===== src/rtl/ay_bus_seq.sv =====
// AY-3-8910 bus sequencer: queues host register accesses and plays them out as
// timed BDIR/BC1/BC2 + DA bus cycles, skipping the address phase when it is already latched.
//
// state    | meaning
// ---------+-----------------------------------------------------------
// S_IDLE   | nothing in flight, bus inactive, DA released
// S_A_SET  | address on DA, bus inactive (setup before latch)
// S_A_LAT  | latch-address code held for ADDR_CYC clocks
// S_A_HOLD | bus inactive, address still driven (hold after latch)
// S_D_SET  | bus inactive, write data driven or DA released for a read
// S_D_XFER | write or read code held for WR_CYC / RD_CYC clocks
// S_D_HOLD | bus inactive for GAP_CYC clocks, then next request or idle
module ay_bus_seq #(
    parameter int ADDR_CYC   = 2,
    parameter int WR_CYC     = 3,
    parameter int RD_CYC     = 3,
    parameter int GAP_CYC    = 1,
    parameter int FIFO_DEPTH = 4
) (
    input  logic       clk,
    input  logic       rst,
    input  logic       req_valid,
    output logic       req_ready,
    input  logic       req_rd,
    input  logic [3:0] req_reg,
    input  logic [7:0] req_data,
    output logic       rd_valid,
    output logic [7:0] rd_data,
    output logic       busy,
    output logic       ay_bdir,
    output logic       ay_bc1,
    output logic       ay_bc2,
    output logic [7:0] ay_da_out,
    output logic       ay_da_oe,
    input  logic [7:0] ay_da_in
);

    function automatic int max2(input int a, input int b);
        return (a > b) ? a : b;
    endfunction

    localparam int CNT_MAX = max2(max2(ADDR_CYC, WR_CYC), max2(RD_CYC, GAP_CYC));
    localparam int CW      = $clog2(CNT_MAX + 1);
    localparam int PW      = $clog2(FIFO_DEPTH);
    localparam int NW      = $clog2(FIFO_DEPTH + 1);

    localparam logic [2:0] CODE_INACT = 3'b001;
    localparam logic [2:0] CODE_LATCH = 3'b111;
    localparam logic [2:0] CODE_WRITE = 3'b101;
    localparam logic [2:0] CODE_READ  = 3'b011;

    typedef enum logic [2:0] {
        S_IDLE,
        S_A_SET,
        S_A_LAT,
        S_A_HOLD,
        S_D_SET,
        S_D_XFER,
        S_D_HOLD
    } state_t;

    typedef struct packed {
        logic       rd;
        logic [3:0] regn;
        logic [7:0] data;
    } req_t;

    req_t          fifo_mem_q [FIFO_DEPTH];
    logic [PW-1:0] wr_ptr_q;
    logic [PW-1:0] rd_ptr_q;
    logic [NW-1:0] count_q;

    state_t        state_q;
    logic [CW-1:0] cnt_q;
    logic [2:0]    code_q;
    logic          da_oe_q;
    logic [7:0]    da_out_q;
    logic          rd_valid_q;
    logic [7:0]    rd_data_q;
    logic          wrk_rd_q;
    logic [3:0]    wrk_reg_q;
    logic [7:0]    wrk_data_q;
    logic          cache_valid_q;
    logic [3:0]    cache_reg_q;

    req_t head;
    logic fifo_empty;
    logic fifo_full;
    logic push;
    logic pop;
    logic cache_hit;
    logic last_cnt;

    assign fifo_empty = (count_q == '0);
    assign fifo_full  = (count_q == NW'(FIFO_DEPTH));
    assign req_ready  = !fifo_full;
    // Full is judged on the registered count, so a same-clock pop never frees a slot early.
    assign push       = req_valid && !fifo_full;
    assign head       = fifo_mem_q[rd_ptr_q];
    assign last_cnt   = (cnt_q == CW'(1));
    assign pop        = !fifo_empty &&
                        ((state_q == S_IDLE) || ((state_q == S_D_HOLD) && last_cnt));
    assign cache_hit  = cache_valid_q && (head.regn == cache_reg_q);

    assign busy      = (state_q != S_IDLE) || !fifo_empty;
    assign rd_valid  = rd_valid_q;
    assign rd_data   = rd_data_q;
    assign ay_bdir   = code_q[2];
    assign ay_bc1    = code_q[1];
    assign ay_bc2    = code_q[0];
    assign ay_da_out = da_out_q;
    assign ay_da_oe  = da_oe_q;

    always_ff @(posedge clk) begin
        if (push) begin
            fifo_mem_q[wr_ptr_q] <= {req_rd, req_reg, req_data};
        end
    end

    always_ff @(posedge clk or posedge rst) begin
        if (rst) begin
            wr_ptr_q <= '0;
            rd_ptr_q <= '0;
            count_q  <= '0;
        end else begin
            if (push) begin
                wr_ptr_q <= wr_ptr_q + PW'(1);
            end
            if (pop) begin
                rd_ptr_q <= rd_ptr_q + PW'(1);
            end
            case ({push, pop})
                2'b10:   count_q <= count_q + NW'(1);
                2'b01:   count_q <= count_q - NW'(1);
                default: count_q <= count_q;
            endcase
        end
    end

    always_ff @(posedge clk or posedge rst) begin
        if (rst) begin
            state_q       <= S_IDLE;
            cnt_q         <= '0;
            code_q        <= CODE_INACT;
            da_oe_q       <= 1'b0;
            da_out_q      <= '0;
            rd_valid_q    <= 1'b0;
            rd_data_q     <= '0;
            wrk_rd_q      <= 1'b0;
            wrk_reg_q     <= '0;
            wrk_data_q    <= '0;
            cache_valid_q <= 1'b0;
            cache_reg_q   <= '0;
        end else begin
            rd_valid_q <= 1'b0;
            case (state_q)
                S_IDLE: begin
                    code_q  <= CODE_INACT;
                    da_oe_q <= 1'b0;
                end
                S_A_SET: begin
                    state_q <= S_A_LAT;
                    code_q  <= CODE_LATCH;
                    cnt_q   <= CW'(ADDR_CYC);
                end
                S_A_LAT: begin
                    if (last_cnt) begin
                        state_q       <= S_A_HOLD;
                        code_q        <= CODE_INACT;
                        cache_reg_q   <= wrk_reg_q;
                        cache_valid_q <= 1'b1;
                    end else begin
                        cnt_q <= cnt_q - CW'(1);
                    end
                end
                S_A_HOLD: begin
                    state_q <= S_D_SET;
                    code_q  <= CODE_INACT;
                    da_oe_q <= !wrk_rd_q;
                    if (!wrk_rd_q) begin
                        da_out_q <= wrk_data_q;
                    end
                end
                S_D_SET: begin
                    state_q <= S_D_XFER;
                    code_q  <= wrk_rd_q ? CODE_READ : CODE_WRITE;
                    cnt_q   <= wrk_rd_q ? CW'(RD_CYC) : CW'(WR_CYC);
                end
                S_D_XFER: begin
                    if (last_cnt) begin
                        state_q <= S_D_HOLD;
                        code_q  <= CODE_INACT;
                        cnt_q   <= CW'(GAP_CYC);
                        if (wrk_rd_q) begin
                            rd_data_q  <= ay_da_in;
                            rd_valid_q <= 1'b1;
                        end
                    end else begin
                        cnt_q <= cnt_q - CW'(1);
                    end
                end
                S_D_HOLD: begin
                    if (!last_cnt) begin
                        cnt_q <= cnt_q - CW'(1);
                    end else if (!pop) begin
                        state_q <= S_IDLE;
                        da_oe_q <= 1'b0;
                    end
                end
                default: begin
                    state_q <= S_IDLE;
                    code_q  <= CODE_INACT;
                    da_oe_q <= 1'b0;
                end
            endcase

            // Launching the next request takes priority over the per-state updates above.
            if (pop) begin
                wrk_rd_q   <= head.rd;
                wrk_reg_q  <= head.regn;
                wrk_data_q <= head.data;
                code_q     <= CODE_INACT;
                if (cache_hit) begin
                    state_q <= S_D_SET;
                    da_oe_q <= !head.rd;
                    if (!head.rd) begin
                        da_out_q <= head.data;
                    end
                end else begin
                    state_q  <= S_A_SET;
                    da_oe_q  <= 1'b1;
                    da_out_q <= {4'b0000, head.regn};
                end
            end
        end
    end

endmodule


===== config.mk =====
export PLATFORM = sky130hd
export DESIGN_NAME = ay_bus_seq
export DESIGN_NICKNAME = d
export VERILOG_FILES = /design/src/rtl/ay_bus_seq.sv
export SDC_FILE = /design/constraint.sdc
export NUM_CORES = 1
export LEC_CHECK = 0
export ABC_AREA = 0
export CAP_MARGIN = 20
export CORE_ASPECT_RATIO = 1.4
export CORE_MARGIN = 2
export CORE_UTILIZATION = 50
export DETAILED_ROUTE_END_ITERATION = 10
export PLACE_DENSITY = 0.72
export SLEW_MARGIN = 30
export SYNTH_ARGS = -nofsm -noshare
export SYNTH_HDL_FRONTEND = slang
export SYNTH_SLANG_ARGS = --single-unit

===== constraint.sdc =====
create_clock -name clk -period 7.5 [get_ports clk]
set_input_delay 1.125 -clock clk [delete_from_list [all_inputs] [get_ports clk]]
set_output_delay 1.125 -clock clk [all_outputs]
set_load 0.01 [all_outputs]

==> results.cfg <==
[power]
irDropWorstVdd_v = 0.000208
p_per_area_mw_per_mm2 = 427
power.leakage_nw = 2.12

[logic_synthesis]
netlist_instances = 333
synth_fa_ha_area_share_pct = 2.39
syn_avg_cell_area_um2 = 13.5
synthArstFlopShare_pct = 49.0
synth_ff_type = edfxtp_1
ys_seq_elements = 102
yosys.area_share.xor_xnor_pct = 2.28
synth_edf_count = 52
ys_warn_count = 0
seq_area_frac_synth_pct = 62.6
synth_compound_area_share_pct = 8.24
yosysUniqueCellTypes = 49
synth_nets = 365
synth_top_family_by_area = multiplexers
synthMuxAreaShare_pct = 10.7
syn-cell-area_mm2 = 0.00449
synth-simple-area-share_pct = 10.3

[worst_setup_path]
cp.arrival_ns = 1.93
worstSetupPathType = reg2out
end_kind = primary output
required_ns = 6.38
worstSetupStartpointType = register
cp_max_fo = 5

[floorplan]
io_pins = 47
start_util_pct = 51.9
dieArea_mm2 = 0.00977
core_mm2 = 0.00866
num_rows = 40
die_h_um = 116
fp.dieW_um = 84.1

[timing]
setup_slack_ns = 4.44
slew_headroom_pct = 52.6
final_max_slew_viol_count = 0
finalHoldViolCount = 0
period_share_pct = 40.8
timing.fmax_mhz = 327
finClkSkew_ns = 0.00860
setup-violations-final = 0
worstMarginPinSlew_ns = 0.710
post-route-min-period_ns = 3.06
finalHoldWorstSlack_ns = 0.476
fin_tns_setup_ns = 0
rsz0062_at_grt = false

[placement]
dp_slack_ns = 4.55
gp_congestion = 0.749
io_buffers = 45
dpl.hpwl_um = 5370
placed_area_mm2 = 0.00502

[clock_network]
cts_tree = built
clock-root-buffer = clkbuf_16
insertion_delay_ns = 0.34
hold_buffers = 0
clk_pin_slew_worst_paths_ns = 0.07
post_cts_buffers = 0
post_cts_resized = 0
htreeDepth = 3
clockBufferDepth = 2
clock_sinks = 102
cts_buffers = 9

[run_status]
status = complete, no violations

[finish]
fin_util_pct = 61.4
finish.net_count = 407
areaGrowthSynthToFinish_pct = 18.2
fillers = 678
finish.instance_area_mm2 = 0.00531
final_layout_size_suffix_gt1_share_pct = 11.1
antennaDiodeCount = 0

[routing]
wirelength_um = 8020
top_layer_used = met4
routed-wl-met3_um = 453
vias_per_cell = 5.55
wl_met2_um = 4110
drcViolationCount = 0
drt_iter0_drc = 178
wl_per_cell_um = 16.5
drtPass1Iterations = 4
vias = 2693
ant_nets = 0
wl_met1_um = 3320

[global_route]
antenna_found_initial = 0
grt_max_degree = 51
grt.total_usage_pct = 18.1
grt_pass1_vias = 2765
grt_pass1_wl_um = 13500
grt.overflow.total = 0

[hold_path]
min_path_type = reg2reg

[run]
maxCapViolCount = 0
-- cell usage after synthesis (4+ instances only) --
master,number,area share [%]
nand2_1,57,4.8
o221ai_2,5,1.7
edfxtp_1,52,35
o21ai_0,8,0.89
a31oi_1,4,0.56
and2_1,6,0.84
dfrtp_1,50,28
buf_2,7,0.78
mux2_2,5,1.3
clkbuf_1,6,0.50
a21oi_1,9,1.0
mux4_2,5,2.5
xor2_1,4,0.78
inv_1,15,1.3
nor2_1,12,1.0
xnor2_1,4,0.78
o22ai_1,4,0.56
mux4_1,7,4.1
a21o_1,7,1.2
mux2i_1,13,2.9
nand3_1,8,0.89
ha_1,7,1.9
and3_1,5,0.70
-- cells in the final DEF, fill, tap and decap left out, types with 8 or more instances in the layout --
master           synthesis  routed
nor2_1                  12      12
nand3_1                  8       8
mux2i_1                 13      13
clkdlybuf4s50_1          0      45
clkbuf_16                0       9
a21oi_1                  9       9
inv_1                   15      14
edfxtp_1                52      52
o21ai_0                  8       8
dfrtp_1                 50      50
nand2_1                 57      57
-- cell families (layout without fill, tap and decap cells) --
kind of cell	Yosys count	in the layout
compound gates	47	47
flops	102	102
other cells	1	1
buf+inv	33	80
mux	30	30
simple gates	102	102
fa+ha+maj	8	8
xor+xnor	10	10
-- layout make-up --
| class | count | area, um^2 | area share [%] |
|---|---|---|---|
| clock buffer | 10 | 229 | 4.31 |
| clock inverter | 6 | 62.6 | 1.18 |
| inverter | 16 | 62.6 | 1.18 |
| multi-input combinational | 198 | 1540 | 29.0 |
| sequential | 102 | 2810 | 52.9 |
| tap | 105 | 131 | 2.47 |
| timing repair buffer | 48 | 473 | 8.90 |
-- worst max-delay path, stage by stage (launching register included) --
cell and delay [ns]:
dfrtp_1 0.41, nor3_1 0.58, nand2_1 0.10, clkdlybuf4s50_1 0.50
-- worst paths after layout --
| check | from | endpoint | slack, ns | cells past startpoint |
|---|---|---|---|---|
| min | rd_data[1] | rd_data[1] | 0.48 | 2 |
| max | count_q[0] | busy | 4.44 | 3 |
| max in group asynchronous | rst | ay_da_out[4] | 5.87 | 2 |
| min in group asynchronous | rst | rd_data[1] | 1.21 | 2 |
| min reg2reg | rd_data[1] | rd_data[1] | 0.48 | 2 |
| max reg2reg | cnt_q[1] | count_q[2] | 4.73 | 12 |
-- per-layer routing --
metal / track usage (%) / up-vias
li1: - / 1288
met1: 21.7 / 1325
met2: 30.7 / 71
met3: 5.09 / 9
met4: 7.74 / 0
met5: 0 / -
-- power by group --
| group | total, mW | switching, mW | leakage (nW) | internal [mW] |
|---|---|---|---|---|
| logic | 0.890 | 0.462 | 0.918 | 0.429 |
| clock network | 0.452 | 0.195 | 0.131 | 0.257 |
| registers | 0.928 | 0.142 | 1.08 | 0.786 |
| total | 2.27 | 0.799 | 2.12 | 1.47 |
-- sequential cells by signal, summed over array words and instances (netlist names), 3 cells and up --
name / cells
fifo_mem_q: 52
rd_data: 8
cache_reg_q: 4
count_q: 3
state_q: 3
wrk_data_q: 8
ay_da_out: 8
wrk_reg_q: 4
-- stage by stage --
step	std cells	power (mW)
floorplan	333	1.56
global placement	469	1.79
detailed placement	469	1.83
CTS	485	2.29
global route	485	2.43
finish	485	2.27
Note: power is estimated with default switching activity, not from simulation.
